File: config.mk
export PLATFORM = sky130hd
export DESIGN_NAME = r_burst_rr_arbiter
export DESIGN_NICKNAME = d
export VERILOG_FILES = /design/src/rtl/r_burst_rr_arbiter.sv
export SDC_FILE = /design/constraint.sdc
export NUM_CORES = 1
export LEC_CHECK = 0
export ABC_AREA = 1
export CAP_MARGIN = 20
export CORE_AREA = 4 4 146 148
export CTS_CLUSTER_DIAMETER = 200
export CTS_CLUSTER_SIZE = 16
export DETAILED_ROUTE_END_ITERATION = 7
export DIE_AREA = 0 0 150 152
export PLACE_DENSITY = 0.65
export SYNTH_ARGS = -nofsm -noshare
export SYNTH_HDL_FRONTEND = slang
export SYNTH_SLANG_ARGS = --single-unit
File: constraint.sdc
create_clock -name clk -period 4.15 [get_ports clk]
set_clock_uncertainty 0.1 [all_clocks]
set_input_delay 0.83 -clock clk [delete_from_list [all_inputs] [get_ports clk]]
set_output_delay 0.83 -clock clk [all_outputs]
set_load 0.05 [all_outputs]
File: src/rtl/r_burst_rr_arbiter.sv
// AXI R-channel return arbiter: round-robin grant among NUM_SLV slaves,
// held for a whole burst until the RLAST handshake, with beat counting and overflow flag.
module r_burst_rr_arbiter #(
  parameter int NUM_SLV   = 7,
  parameter int IDS_BITS  = 8,
  parameter int DATA_BITS = 32,
  parameter int MAX_BEATS = 16
) (
  input  logic                           clk,
  input  logic                           rstn,
  input  logic [NUM_SLV*IDS_BITS-1:0]    s_rid,
  input  logic [NUM_SLV*DATA_BITS-1:0]   s_rdata,
  input  logic [NUM_SLV*2-1:0]           s_rresp,
  input  logic [NUM_SLV-1:0]             s_rlast,
  input  logic [NUM_SLV-1:0]             s_rvalid,
  output logic [NUM_SLV-1:0]             s_rready,
  output logic [IDS_BITS-1:0]            m_rid,
  output logic [DATA_BITS-1:0]           m_rdata,
  output logic [1:0]                     m_rresp,
  output logic                           m_rlast,
  output logic                           m_rvalid,
  input  logic                           m_rready,
  output logic [NUM_SLV-1:0]             grant_oh,
  output logic                           busy,
  output logic [7:0]                     beat_cnt,
  output logic                           burst_err,
  input  logic                           err_clr
);

  localparam int IW = (NUM_SLV > 1) ? $clog2(NUM_SLV) : 1;

  typedef enum logic {IDLE, BURST} state_e;

  state_e        state_q, state_d;
  logic [IW-1:0] rr_ptr_q, rr_ptr_d;
  logic [IW-1:0] lock_idx_q, lock_idx_d;
  logic [7:0]    beat_cnt_q, beat_cnt_d;
  logic          burst_err_q, burst_err_d;

  logic [IW-1:0] win_idx, sel_idx, next_ptr;
  logic [IW:0]   cand;
  logic          win_found, any_sel, hs;

  // Walk offsets from the far end down so the slave closest to rr_ptr wins.
  always_comb begin
    win_found = 1'b0;
    win_idx   = '0;
    cand      = '0;
    for (int k = NUM_SLV-1; k >= 0; k--) begin
      cand = {1'b0, rr_ptr_q} + (IW+1)'(k);
      if (cand >= (IW+1)'(NUM_SLV)) cand = cand - (IW+1)'(NUM_SLV);
      if (s_rvalid[cand[IW-1:0]]) begin
        win_found = 1'b1;
        win_idx   = cand[IW-1:0];
      end
    end
  end

  assign sel_idx  = (state_q == BURST) ? lock_idx_q : win_idx;
  assign any_sel  = rstn & ((state_q == BURST) | win_found);
  assign next_ptr = (sel_idx == IW'(NUM_SLV-1)) ? '0 : sel_idx + 1'b1;

  always_comb begin
    grant_oh = '0;
    m_rid    = '0;
    m_rdata  = '0;
    m_rresp  = '0;
    m_rlast  = 1'b0;
    m_rvalid = 1'b0;
    if (any_sel) begin
      grant_oh[sel_idx] = 1'b1;
      m_rid    = s_rid[sel_idx*IDS_BITS +: IDS_BITS];
      m_rdata  = s_rdata[sel_idx*DATA_BITS +: DATA_BITS];
      m_rresp  = s_rresp[sel_idx*2 +: 2];
      m_rlast  = s_rlast[sel_idx];
      m_rvalid = s_rvalid[sel_idx];
    end
    s_rready = grant_oh & {NUM_SLV{m_rready}};
  end

  assign hs = m_rvalid & m_rready;

  always_comb begin
    state_d     = state_q;
    rr_ptr_d    = rr_ptr_q;
    lock_idx_d  = lock_idx_q;
    beat_cnt_d  = beat_cnt_q;
    burst_err_d = err_clr ? 1'b0 : burst_err_q;
    if (hs && !m_rlast && beat_cnt_q == 8'(MAX_BEATS-1)) burst_err_d = 1'b1;
    case (state_q)
      IDLE: begin
        if (win_found) begin
          if (hs && m_rlast) begin
            rr_ptr_d = next_ptr;
          end else begin
            // Lock even without a handshake: the stalled VALID must keep its grant.
            state_d    = BURST;
            lock_idx_d = win_idx;
            if (hs) beat_cnt_d = 8'd1;
          end
        end
      end
      BURST: begin
        if (hs) begin
          if (m_rlast) begin
            state_d    = IDLE;
            rr_ptr_d   = next_ptr;
            beat_cnt_d = '0;
          end else if (beat_cnt_q != 8'hFF) begin
            beat_cnt_d = beat_cnt_q + 8'd1;
          end
        end
      end
      default: state_d = IDLE;
    endcase
  end

  always_ff @(posedge clk) begin
    if (!rstn) begin
      state_q     <= IDLE;
      rr_ptr_q    <= '0;
      lock_idx_q  <= '0;
      beat_cnt_q  <= '0;
      burst_err_q <= 1'b0;
    end else begin
      state_q     <= state_d;
      rr_ptr_q    <= rr_ptr_d;
      lock_idx_q  <= lock_idx_d;
      beat_cnt_q  <= beat_cnt_d;
      burst_err_q <= burst_err_d;
    end
  end

  assign busy      = (state_q == BURST);
  assign beat_cnt  = beat_cnt_q;
  assign burst_err = burst_err_q;

endmodule

Yosys cells after proc, flatten, opt, wreduce, memory -nomap -nowiden. Cells that the tools add are included.

Word-level logic and storage cells: 132. Register bits after elaboration: 16. Output and inout port bits: 68. Bits of input ports: 312.

Muxes and demuxes: 68. $add $sub $neg: 15. Reductions and logical operators: 9. Eq/ne operators: 10. Bitwise gates (word level): 6. $lt $le $gt $ge: 16. Shift-type cells: 3.

Operator list (number): 224-bit by 9-bit indexed part select with 32-bit output (1); 3-bit 2-to-1 mux (20); 8-bit 2-to-1 mux (7); 56-bit by 7-bit indexed part select with 8-bit output (1); 3-bit by 4-bit less-than comparator with 1-bit output, second input constant (8); 32-bit 2-to-1 mux (1); 1-bit binary-select mux with 3-bit select (9); 1-bit 2-to-1 mux (25); 4-bit by 3-bit >= comparator with 1-bit output, second input constant (6); 3-bit subtractor, second input constant (7); 8-bit case mux with 2 select lines (1); 14-bit by 5-bit indexed part select with 2-bit output (1); 3-bit by 3-bit adder with 4-bit output, second input constant (3); 2-bit != test, second input constant (5); 3-bit by 2-bit adder with 4-bit output, second input constant (2); 8-bit by 1-bit adder with 8-bit output, second input constant (1); 8-bit by 4-bit == test with 1-bit output, second input constant (1); 8-bit != test, second input constant (1); 7-bit bitwise AND (1); 7-bit 2-to-1 mux (1); 3-bit case mux with 2 select lines (1); 5-bit AND reduction (1); 3-bit by 1-bit adder with 4-bit output, second input constant (1); 1-bit logical AND (4); other kinds (16) (18).

Longest topological paths before layout.
Depth after elaboration: 21. Depth in mapped cells: 34. Gate-level depth less buffers: 34.

Worst setup path before layout. Ideal clock, no wire load.

Kind: register to output. Start point: register rr_ptr_q[1]. End point: output m_rdata[17]. Path slack: -1.636 ns. Required time: 3.220 ns. Buffers on the path: 2. Cell stages (with the launch flop): 23. Arrival time: 4.856 ns. Cell sequence: dfxtp_1 inv_1 ha_1 inv_1 fa_1 o21ai_0 o21ai_0 and3_1 nor2_1 inv_1 a21oi_1 nand2_1 nand2_1 nand2_2 nand3_4 nand2_4 buf_6 clkinv_2 buf_2 nor2_1 o21ai_1 a21oi_1 a2111oi_1.

Longest elaborated chain between the ends: 15. Elaborated cells on any way between the ends: 60. Classes of those cells: 13 x add/sub; 7 x order compare; 1 x shift; 37 x mux; 2 x bitwise.

Ends and longest elaborated chain: start, declared (line 35) `logic [IW-1:0] rr_ptr_q, rr_ptr_d;`; start signal, assigned (line 127) `rr_ptr_q <= rr_ptr_d;`; 3-bit by 3-bit adder with 4-bit output (line 50) `cand = {1'b0, rr_ptr_q} + (IW+1)'(k);`; 4-bit by 3-bit >= comparator with 1-bit output or 3-bit subtractor (tied branches) (line 51) `if (cand >= (IW+1)'(NUM_SLV)) cand = cand - (IW+1)'(NUM_SLV);`; 3-bit 2-to-1 mux (line 51); 1-bit binary-select mux with 3-bit select (line 52) `if (s_rvalid[cand[IW-1:0]]) begin`; 1-bit 2-to-1 mux (not written as such) (line 52); 3-bit 2-to-1 mux or 1-bit 2-to-1 mux (tied branches) (7 in a row) (line 52); 3-bit 2-to-1 mux or 1-bit OR (tied branches) (line 59, 60); 224-bit by 9-bit indexed part select with 32-bit output or 1-bit bitwise AND (tied branches) (line 73, 60); 32-bit 2-to-1 mux (*) (line 70) `if (any_sel) begin`; end, declared (line 18) `output logic [DATA_BITS-1:0] m_rdata,`.

Mark *: on every way between the ends. The rest lies on a longest branch, timed or not. The select of a mux whose other input is x is not followed.

Final worst setup path.
Start point: register rr_ptr_q[0]. End point: output m_rdata[0].

Same word-level chain as after synthesis.

==> results <==
sequential cells by signal, indices dropped and copies added (netlist names):
name and count:
beat_cnt 8, lock_idx_q 3, busy 1, rr_ptr_q 3
burst_err 1
synthesized netlist by cell type (all sizes together):
cell type	count	area [µm²]
a2111oi	27	395
a21oi	65	337
a31oi	2	12.5
a41oi	1	8.76
and3	1	6.26
buf	38	216
clkbuf	19	72.6
clkinv	2	8.75
dfxtp	16	320
fa	1	20.0
ha	11	138
inv	66	248
nand2	243	955
nand3	100	541
nand3b	1	7.51
nand4	8	56.3
nor2	139	552
nor3	11	55.1
nor4	20	125
o211ai	6	45.0
o21a	1	7.51
o21ai	134	674
o221ai	1	8.76
or2	19	119
xnor2	2	25.0
xor2	5	51.3
what timing repair did:
| item | in CTS | in global routing |
|---|---|---|
| hold endpoints to repair | 0 | 0 |
| resized for setup | 133 | 167 |
| setup endpoints to repair | 70 | 74 |
| cloned | 12 | 13 |
| setup buffers | 33 | 37 |
| pin swaps | 30 | 50 |
layout by cell type, fill, tap and decap left out, types with 8 or more instances in the layout:
cell type        instances
nand2_1                195
nor2_1                 107
clkdlybuf4s50_1        321
inv_1                   41
nand2_2                 34
clkbuf_16               18
inv_2                   19
buf_6                   29
buf_16                   8
o21ai_0                 51
nand3_2                 25
nand3_1                 67
o21ai_2                 27
dfxtp_1                 14
buf_12                  83
a2111oi_4               27
nand2_4                 10
a21oi_1                 29
nor2_2                  22
a21oi_2                 33
o21ai_1                 50
nand3_4                  8
nor2_4                  10
nor3_4                   8
nor4_4                  18
buf_4                  147
per-layer routing:
layer  vias up  track usage [%]
met4         4             9.85
met2       536             48.8
li1       4343                -
met1      4392             38.2
met3       107             8.13
met5         -                0
logic make-up (layout without fill, tap and decap cells):
family | count (synthesis) | in the layout
and+or+nand+nor | 542 | 544
adders and majority gates | 12 | 12
buffers and inverters | 125 | 684
DFF | 16 | 16
AOI/OAI and AO/OA | 237 | 237
other | 0 | 2
xor gates and xnor gates | 7 | 7
where the power goes:
part | internal (W) | switching, W | total [W]
clock | 0.000147 | 0.0000687 | 0.000215
combinational | 0.00265 | 0.00299 | 0.00564
sequential | 0.000176 | 0.0000267 | 0.000203
final timing paths:
| check | start | endpoint | slack [ns] | cells past startpoint |
|---|---|---|---|---|
| worst min register to register | burst_err | burst_err | 0.38 | 2 |
| worst max-delay path | rr_ptr_q[0] | m_rdata[0] | -0.66 | 22 |
| worst max register to register | rr_ptr_q[1] | lock_idx_q[0] | -0.18 | 34 |
| worst min-delay path | burst_err | burst_err | 0.38 | 2 |
through the flow:
| stage | total power [W] | std cells | setup TNS, ns | setup WS, ns | cell area (µm²) |
|---|---|---|---|---|---|
| floorplan | 0.00266 | 939 | -11.16 | -0.286 | 5990 |
| global placement | 0.00455 | 1685 | -26.38 | -0.598 | 11700 |
| detailed placement | 0.00457 | 1685 | -29.84 | -0.661 | 11700 |
| CTS | 0.00536 | 1731 | -26.63 | -0.573 | 12800 |
| global route | 0.00634 | 1770 | -47.33 | -0.850 | 13900 |
| finish | 0.00606 | 1772 | -31.53 | -0.663 | 13900 |
tightest hold or removal path, cell delays in order, from the launching register on:
cell     delay (ns)
dfxtp_1        0.31
nand2_1        0.08
a21oi_2        0.05
cell type report:
class                           instances  area (µm²)  share of cell area [%]
Antenna cell                            2        5.00                  0.0361
Inverter                               68         310                    2.24
Timing Repair Buffer                  610        7010                    50.5
Multi-Input combinational cell        800        5770                    41.6
Sequential cell                        16         328                    2.36
Clock buffer                            4        88.8                   0.640
Timing Repair inverter                  2        32.5                   0.234
Tap cell                              270         338                    2.43
==> flow_summary_export.csv <==
group,metric,value,unit
sta,slew_headroom,47.2,%
route,highest_layer,"met5",
synth,synth_area,5000,µm²
clock_network,htreeDepth,1,
route,antenna_left,0,
final_layout,fin_nets,1825,
placement,io_buffer_count,379,
sta,fin_crit_sh,116,%
clock_network,root_buffer,"clkbuf_16",
sta,fmax,0.208,GHz
critical_path,crit_slowest_cell,"a2111oi_4",
critical_path,crit_arrival,3.88,ns
clock_network,hold_buffers,0,
route,first_pass_iters,5,
synth,ys_seq_area_share,6.40,%
clock_network,path_clk_slew,0.06,ns
global_routing,track_usage,30.0,%
clock_network,clk_latency,0.25,ns
synth,synth.distinct_cells,47,
clock_network,cts_sinks,16,
critical_path,cp_common_cell,"buf_12",
critical_path,cp-start-kind,"flop",
floorplanning,die_w,150,µm
sta,maxSlewViolCount,0,
route,via_per_inst,5.29,
synth,netlist_instances,939,
global_routing,grt_pass1_vias,8892,
final_layout,fillers,1585,
route,routedWlPerCell,22.3,µm
critical_path,crit_buf_inv,8,
floorplanning,core_area,20000,µm²
critical_path,crit_type,"flop to primary output",
run,maxCapViolCount,0,
critical_path,path_cells,"buf_4 > ha_1 > ha_1 > nor2_2 > buf_4 > o21a_1 > o21ai_0 > o221ai_1 > nand2_1 > inv_2 > nand2_1 > nand3_4 > nand2_8 > buf_12 > clkinv_8 > buf_12 > buf_12 > nand2_4 > nand3_4 > o21ai_2 > a2111oi_4 > clkbuf_16",
route,drc,0,
global_routing,antenna_found_initial,3,
clock_network,numCtsBuffers,3,
final_layout,area_growth,177,%
synth,yosysWarnings,0,
pwr,ir_drop,0.249,mV
synth,avgSynthCellArea,5.33,µm²
critical_path,crit_fanout,7,
floorplanning,die_h,152,µm
clock_network,clk_path_buf_depth,2,
floorplanning,die_area,22800,µm²
route,met3_length,3.90,mm
synth,synth_xor_area_share,1.53,%
critical_path,path_delay_family,"buffers and inverters",
placement,dpl.hpwl,28.2,mm
synth,synth-seq-cells,16,
floorplanning,start_util,25.0,%
sta,setup_ws,-0.663,ns
placement,place.gp.congestion,1.00,
floorplanning,floorplan.rows,52,
floorplanning,io-pin-count,380,
route,via_count,9382,
status,violations,"negative setup slack",
clock_network,cts_tree,"built",
final_layout,final_layout_size_suffix_gt1_share,38.6,%
worst_hold_path,hold_path.class,"flop to flop",
sta,worst_slew_pin_slew,0.792,ns
synth,synth_mux_area_share,0,%
critical_path,slowest_delay,0.39,ns
status,status,"finished with violations",
synth,synthAdderAreaFrac,3.15,%
synth,synth_nets,1263,
synth,synth_compound_area_share,29.8,%
route,wl_met1,16.0,mm
synth,synth_simple_gate_area_share,48.3,%
synth,synth_top_family_by_area,"simple AND/OR/NAND/NOR gates",
global_routing,overflow,0,
sta,fin_hold_ws,0.385,ns
sta,rsz0062_at_grt,"true",
critical_path,critPathCaptureType,"primary output",
global_routing,grt_pass1_wl,53.4,mm
global_routing,grt_max_degree,28,
pwr,powerDensity,437,nW/µm²
route,drtIter0Drc,771,
sta,hold_viol_final,0,
route,wl_met2,18.1,mm
pwr,leakage,5.72,nW
final_layout,fin_util,69.3,%
sta,finalSetupViolCount,74,
route,drt-total-wl,39.4,mm
critical_path,cp_data_required_time,3.22,ns
sta,timing.final.crit_period,4.81,ns
(Power assumes the default switching activity.)
